**src/rtl/serial_multiplier_p.sv**
```systemverilog
// Shift-and-add multiplier: one multiplier bit per cycle, optional early exit once the remaining multiplier bits are all zero.
// Signed operands are converted to magnitudes on capture, and the sign is applied once at completion.
module serial_multiplier_p #(
    parameter int WIDTH      = 16,
    parameter bit EARLY_EXIT = 1'b1
) (
    input  logic                 clk,
    input  logic                 reset,
    input  logic                 start,
    input  logic                 signed_mode,
    input  logic [WIDTH-1:0]     in1,
    input  logic [WIDTH-1:0]     in2,
    output logic [2*WIDTH-1:0]   out,
    output logic                 done,
    output logic                 busy
);
    localparam int CW = $clog2(WIDTH + 1);

    typedef enum logic [1:0] {S_IDLE, S_RUN, S_DONE} state_t;

    state_t               state, state_nxt;
    logic [2*WIDTH-1:0]   mcand, acc, acc_nxt;
    logic [WIDTH-1:0]     mplier, mplier_nxt, mag1, mag2;
    logic [CW-1:0]        cnt, cnt_nxt;
    logic                 neg;
    logic                 capture, finish;

    // Unary minus of -2^(WIDTH-1) wraps back to 2^(WIDTH-1), which is the correct unsigned magnitude
    always_comb begin
        mag1       = (signed_mode && in1[WIDTH-1]) ? -in1 : in1;
        mag2       = (signed_mode && in2[WIDTH-1]) ? -in2 : in2;
        acc_nxt    = acc + (mplier[0] ? mcand : '0);
        mplier_nxt = mplier >> 1;
        cnt_nxt    = cnt + CW'(1);
        finish     = (cnt_nxt == CW'(WIDTH)) || (EARLY_EXIT && (mplier_nxt == '0));
        capture    = start && ((state == S_IDLE) || (state == S_DONE));
    end

    always_ff @(posedge clk or posedge reset) begin
        if (reset) state <= S_IDLE;
        else       state <= state_nxt;
    end

    always_comb begin
        state_nxt = state;
        case (state)
            S_IDLE:  if (start) state_nxt = S_RUN;
            S_RUN:   if (finish) state_nxt = S_DONE;
            S_DONE:  state_nxt = start ? S_RUN : S_IDLE;
            default: state_nxt = S_IDLE;
        endcase
    end

    always_comb begin
        done = (state == S_DONE);
        busy = (state == S_RUN);
    end

    always_ff @(posedge clk or posedge reset) begin
        if (reset) begin
            mcand  <= '0;
            mplier <= '0;
            acc    <= '0;
            cnt    <= '0;
            neg    <= 1'b0;
            out    <= '0;
        end else if (capture) begin
            mcand  <= {{WIDTH{1'b0}}, mag1};
            mplier <= mag2;
            acc    <= '0;
            cnt    <= '0;
            neg    <= signed_mode & (in1[WIDTH-1] ^ in2[WIDTH-1]);
        end else if (state == S_RUN) begin
            acc    <= acc_nxt;
            mcand  <= mcand << 1;
            mplier <= mplier_nxt;
            cnt    <= cnt_nxt;
            if (finish) out <= neg ? -acc_nxt : acc_nxt;
        end
    end
endmodule

```
**config.mk**
```make
export PLATFORM = sky130hd
export DESIGN_NAME = serial_multiplier_p
export DESIGN_NICKNAME = d
export VERILOG_FILES = /design/src/rtl/serial_multiplier_p.sv
export SDC_FILE = /design/constraint.sdc
export NUM_CORES = 1
export LEC_CHECK = 0
export CAP_MARGIN = 5
export CORE_ASPECT_RATIO = 0.7
export CORE_UTILIZATION = 45
export CTS_BUF_LIST = sky130_fd_sc_hd__clkbuf_8
export DETAILED_ROUTE_END_ITERATION = 10
export SYNTH_ARGS = -nofsm -noshare
export SYNTH_HDL_FRONTEND = slang
export SYNTH_SLANG_ARGS = --single-unit
```
**constraint.sdc**
```tcl
create_clock -name clk -period 9.2 [get_ports clk]
set_input_delay 0.92 -clock clk [delete_from_list [all_inputs] [get_ports clk]]
set_output_delay 0.92 -clock clk [all_outputs]
set_load 0.1 [all_outputs]
```
# --- After elaboration in Yosys (flattened, before gate mapping) ---
# Index checks and enable logic that the tools add are counted.
totals:
  register_bits: 120
  in_bits: 36
  out_inout_bits: 34
op_classes:
  eq_ne: 5
  bitwise_logic: 3
  addsub: 5
  muxes: 16
  reduce_logical: 10
op_table:
  columns: ["operator", "n"]
  rows:
  - ["$mux W32", 6]
  - ["$mux W16", 4]
  - ["$add A32 B32 Y32", 1]
  - ["$neg A16 Y16", 2]
  - ["$neg A32 Y32", 1]
  - ["$logic_not A16 Y1", 1]
  - ["$mux W5", 2]
  - ["$pmux W2 S3", 1]
  - ["$add A5 B1 Y5 const B", 1]
  - ["$eq A5 B5 Y1 const B", 1]
  - ["$mux W2", 2]
  - ["$logic_and A1 B1 Y1", 3]
  - ["$reduce_and A3 Y1", 1]
  - ["$eq A2 B1 Y1 const B", 1]
  - ["$eq A2 B2 Y1 const B", 1]
  - ["$logic_not A2 Y1", 1]
  - ["$logic_or A1 B1 Y1", 2]
  - ["$ne A2 B1 Y1 const B", 1]
  - ["$ne A2 B2 Y1 const B", 1]
  - ["$reduce_and A2 Y1", 1]
  - ["$reduce_bool A2 Y1", 1]
  - ["$and A1 B1 Y1", 1]
  - ["$mux W1", 1]
  - ["$not A1 Y1", 1]
  - ["$xor A1 B1 Y1", 1]

# --- Depth between registers and ports, before layout ---
logic_depth:
  word_depth: 5
  mapped_depth: 14
  depth_no_buf: 13

# --- Least setup slack after synthesis ---
# Ideal clock, no wire load.
synth_timing:
  kind: "register to register"
  startpoint: "reg mplier[0]"
  endpoint: "reg out[31]"
  t_arrival_ns: 3.530
  setup_slack_ns: 5.541
  synth_period_minus_slack_ns: 3.659
  n_path_buf: 1
  stages_incl_launch_ff: 15
  cell_sequence: "dfrtp_1 -> clkbuf_1 -> and2_1 -> ha_1 -> fa_1 -> a211oi_4 -> o21ai_2 -> and3_1 -> or3_1 -> a221oi_2 -> and4_4 -> nand4_4 -> o41ai_2 -> xnor2_1 -> o21ai_1"
synth_between:
  elab_chain_len: 4
synth_rtl:
  columns: ["item", "line", "rtl"]
  rows:
  - ["start: declaration", "23", "logic [WIDTH-1:0] mplier, mplier_nxt, mag1, mag2;"]
  - ["start signal: assignment", "69", "mplier <= mag2;"]
  - ["start signal: assignment", "76", "mplier <= mplier_nxt;"]
  - ["$mux W32 (*)", "32", "acc_nxt = acc + (mplier[0] ? mcand : '0);"]
  - ["$add A32 B32 Y32 (*)", "32", null]
  - ["$neg A32 Y32", "78", "if (finish) out <= neg ? -acc_nxt : acc_nxt;"]
  - ["$mux W32 (*)", "78", null]
  - ["end signal: assignment", "78", null]
  - ["end: declaration", "13", "output logic [2*WIDTH-1:0] out,"]
# Every way passes the cells marked *; elsewhere a longest branch is shown, timed or not.
# A chain may end at the register's enable or synchronous reset.

# --- Worst setup path in the final report ---
layout_timing:
  startpoint: "reg mplier[0]"
  endpoint: "reg out[30]"
# Same word-level chain as after synthesis.

==> results.py <==
metrics = {
    "outcome": {
        "status": "finished, final reports clean",
    },
    "job": {
        "cap_violations": 0,
    },
    "worst_setup_path": {
        "cp.required_ps": 9480,
        "timing_worst_setup_path_type": "reg -> reg",
        "path_max_fanout": 33,
        "timing.rr.start": "mplier[0]",
        "regToRegSetupSlack_ps": 4790,
        "critPathCaptureType": "flip-flop",
        "r2r_worst_path_depth": 12,
        "critical_path_arrival_ps": 4690,
        "rr_endpoint": "out[30]",
        "worst_setup_path_start_kind": "flip-flop",
    },
    "synthesis": {
        "avg_cell_area_syn_um2": 8.79,
        "synth_top_area_share_pct": 38.0,
        "mappedNetlistNets": 971,
        "synth.lib_cells_used.distinct": 59,
        "async_set_reset_flop_share_out_of_synthesis_pct": 100,
        "ys_dominant_reg_cell": "dfrtp_1",
        "synth_area_leaders": "dfrtp_1 (38%), o21ai_0 (6.2%), ha_1 (5.5%)",
        "synth_enable_flop_cells": 0,
        "syn_area_um2": 7900,
        "synthesis.yosys.warnings": 0,
        "syn-instance-count": 899,
        "post-synth-top-area-cell": "dfrtp_1",
        "synth_sequential_area_ratio_pct": 38.0,
        "number_of_synthesized_register_bits": 120,
    },
    "power": {
        "static-leakage-power_nw": 3.84,
        "irDropWorstVdd_mv": 0.235,
        "cell_internal_pwr_mw": 1.78,
        "combinationalPowerShare_pct": 60.2,
        "p_total_mw": 3.62,
        "p_seq_share_pct": 26.1,
        "p_switching_mw": 1.84,
        "powerDensity_nw_per_um2": 395,
        "switching_share_pct": 50.7,
        "pwr-share-clk_pct": 13.7,
    },
    "timing": {
        "clock.fmax_ghz": 0.227,
        "worst_relative_slew_slack_pct": 30.2,
        "timing.final.crit_share_pct": 47.9,
        "final_slew_violations": 0,
        "worst_slack_ps": 4790,
        "timing.clock.skew_ps": 9.19,
        "hold-worst-slack_ps": 481,
        "grt_setup_unrepaired": "no",
        "finalSetupViolations": 0,
        "worst_pin_slew_ps": 1050,
        "finalSetupTns_ps": 0,
        "report.final.hold_viol_count": 0,
        "finalWorstPathRequiredPeriod_ps": 4410,
    },
    "finish": {
        "final_cell_utilization_of_the_core_pct": 53.3,
        "antenna-diode-count": 0,
        "area_growth_pct": 15.9,
        "num-nets-final": 1015,
        "layout-drive-gt1-share_pct": 5.03,
        "layout_common_cells": "dfrtp_1 (120), nand2_1 (108), o21ai_0 (98)",
        "final_common_cell": "dfrtp_1",
        "number_of_filler_cells_placed_in_the_layout": 1617,
    },
    "route": {
        "detailedRoute.firstPassIterationCount": 6,
        "route.detailed.drc": 0,
        "postRouteWirelength_mm": 19.8,
        "vias_per_cell": 5.80,
        "detail_route.iter0.violations": 518,
        "count_of_vias_placed_by_the_detailed_router": 6883,
        "route.detailed.wl_per_inst_um": 16.7,
        "postRouteAntennaNets": 0,
    },
    "floorplanning": {
        "die_area_um2": 18100,
        "rows": 40,
        "pin_count": 70,
        "die_outline_height_um": 113,
        "initial_utilization_pct": 46.0,
        "die_width_um": 160,
        "core_area_um2": 17200,
    },
    "min_path": {
        "min-delay-start": "out[21]",
        "cell_depth_of_the_worst_min_delay_path": 2,
        "hold-path-endpoint": "out[21]",
        "min-delay-path-class": "reg -> reg",
    },
    "grt": {
        "groute.usage.overall_pct": 22.8,
        "number_of_global_route_vias_before_repair": 6492,
        "grt_start_max_net_pins": 73,
        "residual_overflow_from_global_routing": 0,
        "antenna_found_initial": 0,
        "global_route_wire_length_before_repair_mm": 33.0,
    },
    "clocking": {
        "cts_resized": 0,
        "cts_tree": "yes",
        "cts_setup_buffers": 0,
        "ctsRootBufferMaster": "clkbuf_8",
        "h-tree-depth": 4,
        "clock_latency_at_the_later_pin_of_the_worst_skew_pair_ps": 440,
        "cts_bufs_inserted": 17,
        "cts_hold_buf": 0,
        "cts_buffer_depth": 2,
        "clock-sinks": 120,
        "worst_setup_hold_path_clk_slew_ps": 70,
    },
    "placed_design": {
        "routabilityCongestion": 0.919,
        "preCtsSetupSlack_ps": 4850,
        "place.port_buffers": 69,
        "detailed_place_hpwl_mm": 14.6,
    },
}
## worst max-delay path, stage by stage (launching register included)
cell and delay [ps]:
dfrtp_1 790, and2_1 240, ha_1 320, a21oi_1 240
o21ai_1 160, a2111oi_0 560, nor3b_1 580, nor2_1 110
xnor2_1 360, nand4b_1 270, o31ai_1 340, xor2_1 180
o21ai_0 90
## how the worst max path moves through the flow
stage	startpoint	endpoint	slack, ps	cells after the start
floorplan	reset	acc[0]	5090	1
global placement	mplier[0]	out[31]	4790	12
detailed placement	mplier[0]	out[31]	4850	12
CTS	mplier[0]	out[30]	4840	12
global route	mplier[0]	out[30]	4300	12
finish	mplier[0]	out[30]	4790	12
## per-layer routing
layer,GRT usage (%),wire (µm),up-vias
met5,0,0,-
met4,5.84,315,0
met3,4.80,902,33
met2,34.7,8920,174
met1,32.9,9690,3319
li1,-,-,3357
## layout make-up
cell class	count	area, µm²	share of cell area (%)
Multi-Input combinational cell	716	4670	51.0
Sequential cell	120	3000	32.8
Timing Repair Buffer	74	728	7.96
Tap cell	231	289	3.16
Clock buffer	20	275	3.01
Clock inverter	11	133	1.45
Inverter	14	55.1	0.602
## Yosys cell counts (all sizes together), types with 11 or more instances
| cell type | n |
|---|---|
| nand2 | 109 |
| and2 | 41 |
| inv | 14 |
| a21o | 11 |
| o21ai | 111 |
| nand3 | 11 |
| a22o | 41 |
| nor3 | 14 |
| clkbuf | 45 |
| xor2 | 39 |
| o31ai | 16 |
| nor2 | 46 |
| ha | 35 |
| a21oi | 55 |
| dfrtp | 120 |
| xnor2 | 44 |
| nor4 | 13 |
| a22oi | 28 |
## registers in the layout, summed over array words and instances, names as in the netlist
name and flops:
acc 32, cnt 5, mcand 32, mplier 16
neg 1, out 32, state 2
## metrics by stage
| step | instance area, µm² | instances |
|---|---|---|
| after global routing | 9150 | 1186 |
| after CTS | 9150 | 1186 |
| after floorplan | 7900 | 899 |
| final | 9150 | 1186 |
| after detailed placement | 8740 | 1155 |
| after global placement | 8740 | 1155 |
## power groups by stage
stage / sequential, mW / clock, mW / combinational [mW]
floorplan: 1.28 / 0 / 1.32
global placement: 0.943 / 0 / 2.14
detailed placement: 0.950 / 0 / 2.16
CTS: 0.944 / 0.508 / 2.17
global route: 0.979 / 0.529 / 2.37
finish: 0.945 / 0.496 / 2.18
## cell families (layout without fill, tap and decap cells)
group | Yosys count | count (layout) | synth area share (%)
AO/OA/AOI/OAI | 307 | 307 | 25.3
XOR/XNOR | 83 | 83 | 9.20
adder cells (fa/ha/maj) | 36 | 36 | 5.80
buffers and inverters | 63 | 119 | 3.01
flip-flops | 120 | 120 | 38.0
multiplexers | 5 | 5 | 0.634
AND/OR/NAND/NOR | 285 | 285 | 18.1
(Power assumes the default switching activity.)
